File: config.mk
export PLATFORM = sky130hd
export DESIGN_NAME = mul_div_unit
export DESIGN_NICKNAME = d
export VERILOG_FILES = /design/src/rtl/mul_div_unit.sv
export SDC_FILE = /design/constraint.sdc
export NUM_CORES = 1
export LEC_CHECK = 0
export CORE_MARGIN = 1.5
export CORE_UTILIZATION = 61
export DETAILED_ROUTE_END_ITERATION = 8
export PLACE_DENSITY = 0.94
export SETUP_SLACK_MARGIN = 0.2
export SLEW_MARGIN = 20
export SYNTH_ARGS = -nofsm -noshare
export SYNTH_HDL_FRONTEND = slang
export SYNTH_SLANG_ARGS = --single-unit
File: constraint.sdc
create_clock -name clk -period 4.6 [get_ports clk]
set_input_delay 0.92 -clock clk [delete_from_list [all_inputs] [get_ports clk]]
set_output_delay 0.92 -clock clk [all_outputs]
set_load 0.02 [all_outputs]
File: src/rtl/mul_div_unit.sv
`default_nettype none
// +--------------------------------------------------------------------------+
// | mul_div_unit: iterative RV32M multiply/divide, one bit per clock (rev 1.0) |
// +--------------------------------------------------------------------------+
module mul_div_unit #(
  parameter int WIDTH = 32
) (
  input  logic             clk,
  input  logic             rst_n,
  input  logic             i_start,
  input  logic [2:0]       i_op,
  input  logic [WIDTH-1:0] i_operand_a,
  input  logic [WIDTH-1:0] i_operand_b,
  output logic             o_busy,
  output logic             o_done,
  output logic [WIDTH-1:0] o_result
);

  localparam int CNT_W = $clog2(WIDTH) + 1;
  localparam logic [CNT_W-1:0] LAST_ITER = CNT_W'(WIDTH - 1);
  localparam logic [WIDTH-1:0] MIN_INT = {1'b1, {(WIDTH-1){1'b0}}};

  typedef enum logic [1:0] {
    IDLE = 2'd0,
    CALC = 2'd1,
    FIX  = 2'd2,
    DONE = 2'd3
  } state_t;

  state_t             state;
  logic [CNT_W-1:0]   counter;
  logic [2:0]         op;
  logic               neg_a;
  logic               neg_b;
  logic [WIDTH-1:0]   acc_hi;
  logic [WIDTH-1:0]   acc_lo;
  logic [WIDTH-1:0]   opnd_b;

  logic               a_signed;
  logic               b_signed;
  logic               in_neg_a;
  logic               in_neg_b;
  logic [WIDTH-1:0]   mag_a;
  logic [WIDTH-1:0]   mag_b;
  logic               div_by_zero;
  logic               div_ovf;
  logic [WIDTH-1:0]   special_result;

  logic [WIDTH:0]     mul_sum;
  logic [WIDTH:0]     rem_shift;
  logic [WIDTH:0]     rem_diff;
  logic [2*WIDTH-1:0] product;
  logic [2*WIDTH-1:0] prod_fixed;
  logic [WIDTH-1:0]   quo_fixed;
  logic [WIDTH-1:0]   rem_fixed;
  logic [WIDTH-1:0]   fix_result;

  assign o_busy = (state != IDLE);

  // Request decode: sign handling, magnitudes and the divide short-cuts.
  always_comb begin
    a_signed       = i_op[2] ? ~i_op[0] : (i_op[1:0] != 2'b11);
    b_signed       = i_op[2] ? ~i_op[0] : ~i_op[1];
    in_neg_a       = a_signed & i_operand_a[WIDTH-1];
    in_neg_b       = b_signed & i_operand_b[WIDTH-1];
    mag_a          = in_neg_a ? -i_operand_a : i_operand_a;
    mag_b          = in_neg_b ? -i_operand_b : i_operand_b;
    div_by_zero    = i_op[2] & (i_operand_b == '0);
    div_ovf        = i_op[2] & ~i_op[0] & (i_operand_a == MIN_INT) & (i_operand_b == '1);
    special_result = '0;
    if (div_by_zero) begin
      special_result = i_op[1] ? i_operand_a : '1;
    end else if (div_ovf) begin
      special_result = i_op[1] ? '0 : i_operand_a;
    end
  end

  // acc_hi holds the partial product high half or the running remainder;
  // acc_lo holds the multiplier being shifted out or the quotient shifting in.
  always_comb begin
    mul_sum    = {1'b0, acc_hi} + (acc_lo[0] ? {1'b0, opnd_b} : '0);
    rem_shift  = {acc_hi, acc_lo[WIDTH-1]};
    rem_diff   = rem_shift - {1'b0, opnd_b};
    product    = {acc_hi, acc_lo};
    prod_fixed = (neg_a ^ neg_b) ? -product : product;
    quo_fixed  = (neg_a ^ neg_b) ? -acc_lo : acc_lo;
    rem_fixed  = neg_a ? -acc_hi : acc_hi;
    if (op[2]) begin
      fix_result = op[1] ? rem_fixed : quo_fixed;
    end else begin
      fix_result = (op[1:0] == 2'b00) ? prod_fixed[WIDTH-1:0] : prod_fixed[2*WIDTH-1:WIDTH];
    end
  end

  always_ff @(posedge clk) begin
    if (!rst_n) begin
      state    <= IDLE;
      counter  <= '0;
      o_done   <= 1'b0;
      o_result <= '0;
      op       <= '0;
      neg_a    <= 1'b0;
      neg_b    <= 1'b0;
      acc_hi   <= '0;
      acc_lo   <= '0;
      opnd_b   <= '0;
    end else begin
      o_done <= 1'b0;
      case (state)
        IDLE: begin
          if (i_start) begin
            op      <= i_op;
            neg_a   <= in_neg_a;
            neg_b   <= in_neg_b;
            counter <= '0;
            acc_hi  <= '0;
            if (div_by_zero || div_ovf) begin
              o_result <= special_result;
              o_done   <= 1'b1;
              state    <= DONE;
            end else begin
              acc_lo <= i_op[2] ? mag_a : mag_b;
              opnd_b <= i_op[2] ? mag_b : mag_a;
              state  <= CALC;
            end
          end
        end
        CALC: begin
          counter <= counter + CNT_W'(1);
          if (op[2]) begin
            // Restoring step: keep the subtraction only when it did not borrow.
            if (!rem_diff[WIDTH]) begin
              acc_hi <= rem_diff[WIDTH-1:0];
              acc_lo <= {acc_lo[WIDTH-2:0], 1'b1};
            end else begin
              acc_hi <= rem_shift[WIDTH-1:0];
              acc_lo <= {acc_lo[WIDTH-2:0], 1'b0};
            end
          end else begin
            acc_hi <= mul_sum[WIDTH:1];
            acc_lo <= {mul_sum[0], acc_lo[WIDTH-1:1]};
          end
          if (counter == LAST_ITER) begin
            state <= FIX;
          end
        end
        FIX: begin
          o_result <= fix_result;
          o_done   <= 1'b1;
          state    <= DONE;
        end
        DONE: begin
          state <= IDLE;
        end
        default: begin
          state <= IDLE;
        end
      endcase
    end
  end

endmodule
`default_nettype wire
==> impl_metrics.ini <==
[place]
placed_area_mm2 = 0.0164
dp.cells = 2460
io_buffers = 103
dpl.hpwl_mm = 45.7
globalplace.congestion = 1.11

[global_routing]
antenna_found_initial = 1
grt_pass1_wl_mm = 91.3
grtUsageTotal = 0.457
grt_overflow = 0
grt_start_max_net_pins = 60
first_global_vias = 15800

[critical_path]
required_ns = 4.89
arrival_ns = 4.54
cpMaxStageDelayCell = dfxtp_1
endpoint_kind = register
worstPathCellList = inv_1 > ha_1 > fa_1 > nand2b_1 > a21oi_1 > o21ai_0 > o221a_2 > o21ai_1 > buf_4 > xnor2_2 > buf_4 > nor2_1 > o311ai_0 > a21oi_1
slowest_delay_ns = 0.58
worstSetupPathType = reg -> reg
critPathLaunchType = register
critPathMaxFanout = 11

[min_path]
hold_path.class = reg -> reg

[floorplanning]
die_area_mm2 = 0.0258
die_y_um = 161
coreArea_mm2 = 0.0243
rows = 57
dieWidth_um = 161
pin_count = 104
start_util = 0.623

[cts]
cts_resized = 0
root_buffer = clkbuf_16
clk_latency_ns = 0.44
cts_tree = yes
h-tree-depth = 4
cts_buffers = 17
clockBufferDepth = 2
clk_pin_slew_ns = 0.08
clock_sinks = 142
post_cts_buffers = 0
cts_hold_repair.buffers = 0

[timing]
tns_ns = 0
rsz0062_at_grt = true
worst_slew_pin_slew_ns = 1.11
slew_viol_final = 0
layout_min_cycle_time_ns = 4.25
final.period_utilization = 0.924
hold_viol = 0
clock_skew_ns = 0.0156
max-slew-margin-rel = 0.259
fmax_mhz = 235
finalSetupViolCount = 0

[synthesis]
ys.flop_type = dfxtp_1
seq_area_frac_synth = 0.188
synth_edf_count = 0
ys_seq_elements = 142
ys_types = 95
syn_area_mm2 = 0.0151
synthArstFlopShare = 0
synthCells = 2133
synth_warnings = 0
synth_nets = 2278
syn_avg_cell_area_um2 = 7.10

[power_and_ir_drop]
powerDensity_mw_per_mm2 = 468
power_leakage_nw = 6.69
finalPower_w = 0.00796
ir_worst_vdd_mv = 0.441

[cells_and_area]
final_cells = 2492
fin_area_mm2 = 0.0170
drive_above_1_share = 0.0770
nets = 2300
num_antenna_cells = 0
synthToLayoutAreaGrowth_pct = 12.3

[detailed_routing]
wire_per_inst_um = 24.3
drc = 0
drt_iter0_markers = 3012
routed_via_density = 7.06
ant_nets = 0
routed_wl_mm = 60.5
first_pass_iters = 9
vias = 17600

[run]
drv_cap = 0

[status]
status = finished clean
synth_stat cells (all sizes together) (5+ instances only):
master	n	area (um^2)
a211o	6	52.6
a211oi	26	205
a21boi	5	37.5
a21o	35	270
a21oi	197	1000
a221o	7	70.1
a221oi	8	70.1
a22oi	15	113
a311oi	13	164
a31oi	52	325
a41oi	6	52.6
and2	18	115
and3	14	87.6
and4	6	52.6
buf	34	215
clkbuf	125	470
dfxtp	142	2840
ha	73	913
inv	72	270
mux2	22	248
mux2i	49	490
nand2	212	798
nand2b	15	93.8
nand3	42	223
nand4	23	144
nor2	211	795
nor2b	9	63.8
nor3	46	250
nor3b	8	65.1
nor4	26	184
o211a	9	90.1
o211ai	34	260
o21a	13	97.6
o21ai	206	1040
o21bai	8	60.1
o221ai	15	131
o22ai	9	56.3
o31a	7	61.3
o31ai	36	270
or2	8	50.1
or3	22	138
or4	16	128
xnor2	94	823
xor2	91	797
flip-flops by register name (all words and copies together) (netlist names):
register / count
acc_hi: 32
acc_lo: 32
o_result: 32
opnd_b: 32
counter: 6
op: 3
state: 2
neg_a: 1
neg_b: 1
o_done: 1
report_power, final:
| group | leakage [nW] | switching, W | internal, W | total [W] |
|---|---|---|---|---|
| registers | 1.16 | 0.000415 | 0.00149 | 0.00190 |
| clock network | 0.295 | 0.000696 | 0.000742 | 0.00144 |
| logic | 5.23 | 0.00297 | 0.00165 | 0.00462 |
final timing paths:
| kind | to | startpoint | slack (ns) | cells past startpoint |
|---|---|---|---|---|
| max | acc_hi[1] | acc_lo[31] | 0.35 | 14 |
| min | opnd_b[8] | opnd_b[8] | 0.46 | 2 |
| max reg2reg | acc_hi[1] | acc_lo[31] | 0.35 | 14 |
| min reg2reg | opnd_b[8] | opnd_b[8] | 0.46 | 2 |
cells in the final DEF (no fill, tap or decap), types with 16 or more instances in the layout:
cell	instances
a21oi_1	195
nand3_1	41
clkdlybuf4s50_1	101
xnor2_1	91
o211ai_1	33
buf_4	57
inv_1	71
ha_1	72
o31ai_1	36
nor4_1	24
dfxtp_1	141
nand4_1	23
mux2i_1	49
mux2_2	22
a21o_1	34
nand2_1	211
nor3_1	42
and2_1	16
o21ai_0	190
xor2_1	90
nor2_1	210
a211oi_1	24
clkbuf_16	17
or3_1	22
a31oi_1	52
logic make-up after synthesis:
logic type	share of synthesized area
and+or+nand+nor	0.220
buffers and inverters	0.0631
xor gates and xnor gates	0.107
muxes	0.0487
AOI/OAI and AO/OA	0.310
adders and majority gates	0.0629
DFF	0.188
layer usage:
metal	track usage	vias to the layer above	wire length, um
met2	0.690	1369	25700
li1	-	7848	-
met3	0.113	300	8130
met1	0.598	8070	22800
met4	0.246	0	3820
met5	0	-	0
layout make-up:
type	instances	area, um^2
Clock inverter	15	185
Tap cell	324	405
Multi-Input combinational cell	1760	11400
Inverter	72	270
Sequential cell	142	2840
Clock buffer	17	425
Timing Repair Buffer	162	1490
Fill cell	2043	7310
worst max-delay path, delay by kind of cell (launching register included):
family,cells,cell delay [ns]
adder cells (fa/ha/maj),2,0.72
flip-flops,1,0.58
XOR/XNOR,1,0.17
buffers and inverters,3,0.68
AO/OA/AOI/OAI,6,1.66
AND/OR/NAND/NOR,2,0.30
through the flow:
| step | utilization | worst slack [ns] | hold WS (ns) |
|---|---|---|---|
| 2_1_floorplan | - | 1.06 | 0.432 |
| 3_3_place_gp | 0.674 | 0.173 | 0.441 |
| 3_5_place_dp | 0.674 | 0.146 | 0.449 |
| 4_1_cts | 0.699 | 0.534 | 0.461 |
| 5_1_grt | 0.699 | 0.199 | 0.488 |
| 6_report | 0.699 | 0.349 | 0.463 |
No activity file was read; power rests on OpenSTA's default activity.
